[config.mk]
export PLATFORM = sky130hd
export DESIGN_NAME = video_sprite_overlay_flat
export DESIGN_NICKNAME = d
export VERILOG_FILES = /design/src/rtl/video_sprite_overlay_if.sv /design/src/rtl/video_sprite_overlay.sv /design/src/flat_wrapper.sv
export SDC_FILE = /design/constraint.sdc
export NUM_CORES = 1
export LEC_CHECK = 0
export ABC_AREA = 1
export BUFFER_PORTS_ARGS = -buffer_cell sky130_fd_sc_hd__buf_2
export CAP_MARGIN = 20
export CORE_MARGIN = 2
export CORE_UTILIZATION = 40
export CTS_BUF_LIST = sky130_fd_sc_hd__clkbuf_4 sky130_fd_sc_hd__clkbuf_8
export DETAILED_ROUTE_END_ITERATION = 10
export GPL_TIMING_DRIVEN = 0
export PLACE_DENSITY = 0.54
export SYNTH_ARGS = -nofsm -noshare
export SYNTH_HDL_FRONTEND = slang
export SYNTH_SLANG_ARGS = --single-unit
[constraint.sdc]
create_clock -name i_clk -period 3.9 [get_ports i_clk]
set_input_delay 0.78 -clock i_clk [delete_from_list [all_inputs] [get_ports i_clk]]
set_output_delay 0.78 -clock i_clk [all_outputs]
set_load 0.005 [all_outputs]
[src/rtl/video_sprite_overlay_if.sv]
// Video pixel bus between the sync generator/renderer and the sprite overlay.
// master: upstream timing + sprite control, consumes composited output.
// slave : the overlay stage itself.
//   i_hsync/i_vsync/i_visible/i_hpos/i_vpos : sync generator timing
//   i_bg_rgb                                : background colour for the pixel
//   i_sprite_x/i_sprite_y/i_sprite_en        : requested sprite placement
//   i_wr_en/i_wr_addr/i_wr_data              : bitmap write port
//   o_hsync/o_vsync/o_visible/o_rgb          : 2-cycle delayed, composited video
//   o_collision                              : collision seen in previous frame
interface video_sprite_overlay_if #(
    parameter int unsigned COLOR_BITS = 9
);
    logic                  i_hsync;
    logic                  i_vsync;
    logic                  i_visible;
    logic [9:0]            i_hpos;
    logic [9:0]            i_vpos;
    logic [COLOR_BITS-1:0] i_bg_rgb;
    logic [9:0]            i_sprite_x;
    logic [9:0]            i_sprite_y;
    logic                  i_sprite_en;
    logic                  i_wr_en;
    logic [7:0]            i_wr_addr;
    logic                  i_wr_data;
    logic                  o_hsync;
    logic                  o_vsync;
    logic                  o_visible;
    logic [COLOR_BITS-1:0] o_rgb;
    logic                  o_collision;

    modport master (
        output i_hsync, i_vsync, i_visible, i_hpos, i_vpos, i_bg_rgb,
               i_sprite_x, i_sprite_y, i_sprite_en,
               i_wr_en, i_wr_addr, i_wr_data,
        input  o_hsync, o_vsync, o_visible, o_rgb, o_collision
    );

    modport slave (
        input  i_hsync, i_vsync, i_visible, i_hpos, i_vpos, i_bg_rgb,
               i_sprite_x, i_sprite_y, i_sprite_en,
               i_wr_en, i_wr_addr, i_wr_data,
        output o_hsync, o_vsync, o_visible, o_rgb, o_collision
    );
endinterface

[src/rtl/video_sprite_overlay.sv]
// Single 16x16 1bpp hardware sprite overlaid on the background pixel stream.
// Two-stage pipeline: stage 1 computes the sprite hit and issues the bitmap
// read, stage 2 composites. Sprite placement is latched once per frame at the
// start of vertical blank so moves never tear; collisions are reported per frame.
// Ports:
//   i_clk   : pixel clock
//   i_rst_n : synchronous active-low reset
//   bus     : pixel/control bus (slave side), see video_sprite_overlay_if
module video_sprite_overlay #(
    parameter int unsigned            COLOR_BITS   = 9,
    parameter int unsigned            V_VISIBLE    = 480,
    parameter logic [COLOR_BITS-1:0]  SPRITE_COLOR = COLOR_BITS'(9'h1FF)
) (
    input  logic                  i_clk,
    input  logic                  i_rst_n,
    video_sprite_overlay_if.slave bus
);
    localparam int unsigned POS_W   = 10;
    localparam int unsigned SPR_DIM = 16;
    localparam int unsigned ADDR_W  = 8;
    localparam int unsigned DEPTH   = 256;

    // Frame-latched sprite placement
    logic [POS_W-1:0]      shadow_x;
    logic [POS_W-1:0]      shadow_y;
    logic                  shadow_en;

    // Stage 1 registers
    logic [COLOR_BITS-1:0] bg_d;
    logic                  hsync_d;
    logic                  vsync_d;
    logic                  visible_d;
    logic                  hit1_d;
    logic                  ram_q;

    logic                  collision_acc;

    logic                  mem [DEPTH];

    logic [POS_W-1:0]      dx_c;
    logic [POS_W-1:0]      dy_c;
    logic                  hit1_c;
    logic                  fb_c;
    logic [ADDR_W-1:0]     rd_addr_c;
    logic                  opaque_c;

    // Hit test against the latched placement; subtraction wraps modulo 1024
    always_comb begin
        fb_c      = (bus.i_vpos == POS_W'(V_VISIBLE)) && (bus.i_hpos == '0);
        dx_c      = bus.i_hpos - shadow_x;
        dy_c      = bus.i_vpos - shadow_y;
        hit1_c    = shadow_en && bus.i_visible &&
                    (dx_c < POS_W'(SPR_DIM)) && (dy_c < POS_W'(SPR_DIM));
        rd_addr_c = {dy_c[3:0], dx_c[3:0]};
        opaque_c  = hit1_d && ram_q;
    end

    // Bitmap storage: no reset, read-before-write on a same-address collision
    always_ff @(posedge i_clk) begin
        if (bus.i_wr_en) begin
            mem[bus.i_wr_addr] <= bus.i_wr_data;
        end
    end

    // Frame-boundary latch of placement and collision reporting
    always_ff @(posedge i_clk) begin
        if (!i_rst_n) begin
            shadow_x        <= '0;
            shadow_y        <= '0;
            shadow_en       <= 1'b0;
            collision_acc   <= 1'b0;
            bus.o_collision <= 1'b0;
        end else if (fb_c) begin
            shadow_x        <= bus.i_sprite_x;
            shadow_y        <= bus.i_sprite_y;
            shadow_en       <= bus.i_sprite_en;
            bus.o_collision <= collision_acc;
            // Clear takes priority over a same-cycle collision
            collision_acc   <= 1'b0;
        end else if (opaque_c && (bg_d != '0)) begin
            collision_acc   <= 1'b1;
        end
    end

    // Stage 1: register timing, background, hit and bitmap read
    always_ff @(posedge i_clk) begin
        if (!i_rst_n) begin
            bg_d      <= '0;
            hsync_d   <= 1'b0;
            vsync_d   <= 1'b0;
            visible_d <= 1'b0;
            hit1_d    <= 1'b0;
            ram_q     <= 1'b0;
        end else begin
            bg_d      <= bus.i_bg_rgb;
            hsync_d   <= bus.i_hsync;
            vsync_d   <= bus.i_vsync;
            visible_d <= bus.i_visible;
            hit1_d    <= hit1_c;
            ram_q     <= mem[rd_addr_c];
        end
    end

    // Stage 2: composite; opaque implies visible so blanking forces black
    always_ff @(posedge i_clk) begin
        if (!i_rst_n) begin
            bus.o_hsync   <= 1'b0;
            bus.o_vsync   <= 1'b0;
            bus.o_visible <= 1'b0;
            bus.o_rgb     <= '0;
        end else begin
            bus.o_hsync   <= hsync_d;
            bus.o_vsync   <= vsync_d;
            bus.o_visible <= visible_d;
            if (opaque_c) begin
                bus.o_rgb <= SPRITE_COLOR;
            end else if (visible_d) begin
                bus.o_rgb <= bg_d;
            end else begin
                bus.o_rgb <= '0;
            end
        end
    end
endmodule
[src/flat_wrapper.sv]
// flat-port wrapper written by rule: the top's interface ports become plain ports
module video_sprite_overlay_flat 
#(
    parameter int unsigned            COLOR_BITS   = 9,
    parameter int unsigned            V_VISIBLE    = 480,
    parameter logic [COLOR_BITS-1:0]  SPRITE_COLOR = COLOR_BITS'(9'h1FF)
)
  (i_clk, i_rst_n, bus_i_hsync, bus_i_vsync, bus_i_visible, bus_i_hpos, bus_i_vpos, bus_i_bg_rgb, bus_i_sprite_x, bus_i_sprite_y, bus_i_sprite_en, bus_i_wr_en, bus_i_wr_addr, bus_i_wr_data, bus_o_hsync, bus_o_vsync, bus_o_visible, bus_o_rgb, bus_o_collision);
  video_sprite_overlay_if #(.COLOR_BITS(COLOR_BITS)) bus_i ();
  input  logic i_clk;
  input  logic i_rst_n;
  input wire logic [$bits(bus_i.i_hsync)-1:0] bus_i_hsync;
  input wire logic [$bits(bus_i.i_vsync)-1:0] bus_i_vsync;
  input wire logic [$bits(bus_i.i_visible)-1:0] bus_i_visible;
  input wire logic [$bits(bus_i.i_hpos)-1:0] bus_i_hpos;
  input wire logic [$bits(bus_i.i_vpos)-1:0] bus_i_vpos;
  input wire logic [$bits(bus_i.i_bg_rgb)-1:0] bus_i_bg_rgb;
  input wire logic [$bits(bus_i.i_sprite_x)-1:0] bus_i_sprite_x;
  input wire logic [$bits(bus_i.i_sprite_y)-1:0] bus_i_sprite_y;
  input wire logic [$bits(bus_i.i_sprite_en)-1:0] bus_i_sprite_en;
  input wire logic [$bits(bus_i.i_wr_en)-1:0] bus_i_wr_en;
  input wire logic [$bits(bus_i.i_wr_addr)-1:0] bus_i_wr_addr;
  input wire logic [$bits(bus_i.i_wr_data)-1:0] bus_i_wr_data;
  output wire logic [$bits(bus_i.o_hsync)-1:0] bus_o_hsync;
  output wire logic [$bits(bus_i.o_vsync)-1:0] bus_o_vsync;
  output wire logic [$bits(bus_i.o_visible)-1:0] bus_o_visible;
  output wire logic [$bits(bus_i.o_rgb)-1:0] bus_o_rgb;
  output wire logic [$bits(bus_i.o_collision)-1:0] bus_o_collision;
  assign bus_i.i_hsync = bus_i_hsync;
  assign bus_i.i_vsync = bus_i_vsync;
  assign bus_i.i_visible = bus_i_visible;
  assign bus_i.i_hpos = bus_i_hpos;
  assign bus_i.i_vpos = bus_i_vpos;
  assign bus_i.i_bg_rgb = bus_i_bg_rgb;
  assign bus_i.i_sprite_x = bus_i_sprite_x;
  assign bus_i.i_sprite_y = bus_i_sprite_y;
  assign bus_i.i_sprite_en = bus_i_sprite_en;
  assign bus_i.i_wr_en = bus_i_wr_en;
  assign bus_i.i_wr_addr = bus_i_wr_addr;
  assign bus_i.i_wr_data = bus_i_wr_data;
  assign bus_o_hsync = bus_i.o_hsync;
  assign bus_o_vsync = bus_i.o_vsync;
  assign bus_o_visible = bus_i.o_visible;
  assign bus_o_rgb = bus_i.o_rgb;
  assign bus_o_collision = bus_i.o_collision;
  video_sprite_overlay #(.COLOR_BITS(COLOR_BITS), .V_VISIBLE(V_VISIBLE), .SPRITE_COLOR(SPRITE_COLOR)) u_core (.i_clk(i_clk), .i_rst_n(i_rst_n), .bus(bus_i));
endmodule
==> results.py <==
metrics = {
    "status": {
        "outcome": "finished, final reports clean",
    },
    "synthesis": {
        "avgSynthCellArea_um2": 8.74,
        "syn_nets": 1759,
        "yosysMostFrequentCell": "nor2_1",
        "yosysWarnings": 0,
        "ys_async_sr_fraction_pct": 0,
        "synth_area_leader_cell": "edfxtp_1",
        "yosysTopAreaCellShare_pct": 52.5,
        "synth_cells": 1674,
        "ys_ff_latch": 305,
        "synth_edf_count": 256,
        "ys_seq_area_share_pct": 59.2,
        "netlist_area_um2": 14600,
        "synth_area_leaders": "edfxtp_1 53%, nor2_1 11%, nand2_1 9.0%",
        "synthTopCellsByCount": "435 x nor2_1, 349 x nand2_1, 256 x edfxtp_1",
        "yosys.cell_types.count": 37,
        "ys.flop_type": "edfxtp_1",
    },
    "timing": {
        "setup_viol": 0,
        "fin_crit_sh_pct": 81.8,
        "fin_worst_skew_ns": 0.00807,
        "slew_viol_final": 0,
        "rsz0062_at_grt": "false",
        "whs_ns": 0.343,
        "tightestPinTransition_ns": 1.07,
        "slew_headroom_pct": 28.8,
        "timing.fmax_ghz": 0.314,
        "fin_crit_ns": 3.19,
        "hold_viol": 0,
    },
    "cts": {
        "cts_tree": "built",
        "cts-buffers-inserted": 52,
        "ctsHtreeMaxLevel": 2,
        "cts_root_buffer": "clkbuf_8",
        "clock_sinks": 305,
        "holdBufCountCts": 0,
        "clk_pin_slew_ns": 0.06,
        "cts_resized": 0,
        "cts_setup_buffers": 0,
        "clockBufferDepth": 3,
        "clock_latency_ns": 0.63,
    },
    "worst_setup_path": {
        "crit_type": "input port to flop",
        "arrival_ns": 3.75,
        "start_kind": "input port",
        "startpoint": "bus_i_hpos[0]",
        "required_ns": 4.46,
        "crit_fanout": 10,
        "end_kind": "flop",
        "rr_startpoint": "u_core.shadow_x[0]",
    },
    "pwr": {
        "irDropWorstVdd_v": 0.000237,
        "leakage_nw": 6.61,
        "power_mw": 7.10,
        "power.density_nw_per_um2": 426,
    },
    "placement": {
        "placed_cell_area_um2": 15600,
        "place_congestion": 0.921,
        "place_hpwl_um": 30700,
        "portBuffers": 76,
    },
    "global_routing": {
        "grt_pass1_wl_um": 69700,
        "grt_overflow": 0,
        "grt_pass1_vias": 11400,
        "track_usage_pct": 24.8,
        "antenna_found_initial": 0,
        "grt_max_degree": 161,
    },
    "min_path": {
        "min-delay-start": "bus_i_hsync",
        "hold_class": "input port to flop",
    },
    "die": {
        "die_h_um": 195,
        "ios": 78,
        "fp.coreArea_um2": 36300,
        "die_area_um2": 38100,
        "initial_utilization_pct": 40.3,
        "core.rowCount": 70,
        "die_x_um": 195,
    },
    "final_layout": {
        "areaGrowthSynthToFinish_pct": 13.9,
        "final_area_um2": 16700,
        "fin_nets": 1890,
        "layout-drive-gt1-share_pct": 11.8,
        "fillers": 3618,
        "antenna_cells": 0,
    },
    "route": {
        "wire_per_inst_um": 20.1,
        "first_iter_violations": 1144,
        "post-route-drc-count": 0,
        "viasPerCell": 5.12,
        "vias": 11900,
        "wirelength_um": 46600,
        "ant_nets": 0,
        "first_pass_iters": 5,
    },
    "flow_run": {
        "cap_violations": 0,
    },
}
[state kept, by name, summed over array words and instances, names as in the netlist, 9 cells and up]
name / flops
u_core.mem: 256
u_core.shadow_y: 10
u_core.shadow_x: 10
u_core.bg_d: 9
u_core.bus.o_rgb: 9
[metal layers]
metal  part of all wire, %  GRT usage [%]  up-vias
met2                    46           39.1      427
li1                      -              -     5682
met4                   3.3           9.36        0
met1                    44           34.3     5665
met3                   7.6           4.53       95
met5                     0              0        -
[logic make-up (layout without fill, tap and decap cells)]
| group | count (synthesis) | in the layout | synth area share [%] |
|---|---|---|---|
| AND/OR/NAND/NOR | 912 | 912 | 24.7 |
| flip-flops | 305 | 305 | 59.2 |
| buffers and inverters | 264 | 438 | 7.71 |
| AO/OA/AOI/OAI | 164 | 164 | 5.91 |
| adder cells (fa/ha/maj) | 20 | 20 | 1.81 |
| XOR/XNOR | 9 | 9 | 0.641 |
[metrics by stage]
stage	worst slack [ns]	util, %	cells	TNS (ns)
3_3_place_gp	-0.543	42.9	2218	-133.80
5_1_grt	0.580	45.9	2316	0
3_5_place_dp	0.166	43.0	2219	0
2_1_floorplan	1.26	-	1674	0
6_report	0.711	45.9	2316	0
4_1_cts	0.799	45.9	2316	0
[cells in the final DEF, fill, tap and decap left out, types with 8 or more instances in the layout]
cell type / count
ha_1: 18
buf_2: 107
nand2_1: 349
o21ai_0: 97
nand4_1: 8
o21ai_1: 19
clkinv_1: 15
inv_1: 168
nor2_1: 435
clkbuf_8: 56
clkbuf_1: 40
edfxtp_1: 256
a21oi_1: 31
dfxtp_1: 49
buf_4: 14
nand3_1: 104
clkbuf_4: 18
[area by class of cell]
class	instances	area [µm²]	share of cell area [%]
inverters	170	638	3.83
flip-flops and latches	305	8670	52.0
clock buffers	74	906	5.43
plain buffers	94	490	2.94
multi-input cells	1105	4830	29.0
repair buffers	77	418	2.51
clock inverters	23	128	0.766
well taps	468	586	3.51
[power breakdown]
part | switching [mW] | internal, mW
sequential | 0.00570 | 3.54
clock | 1.37 | 1.56
combinational | 0.450 | 0.174
total | 1.83 | 5.28
[worst paths after layout]
kind	end	slack, ns	depth (start not counted)
worst max-delay path	u_core.ram_q	0.71	16
worst min-delay path	u_core.hsync_d	0.34	3
worst max register to register	u_core.ram_q	0.74	14
worst min register to register	u_core.bus.o_hsync	0.41	2
[worst max-delay path, cell delays in order]
cell	delay [ns]
buf_2	0.10
inv_1	0.07
ha_1	0.25
fa_1	0.62
inv_2	0.21
buf_1	0.64
nand2_1	0.19
o21ai_0	0.12
nand2_1	0.09
nand3_1	0.09
nand3_1	0.09
nand3_1	0.13
nand3_1	0.10
nand3_1	0.13
nand2_1	0.06
nor2_1	0.09
No activity file was read; power rests on OpenSTA's default activity.
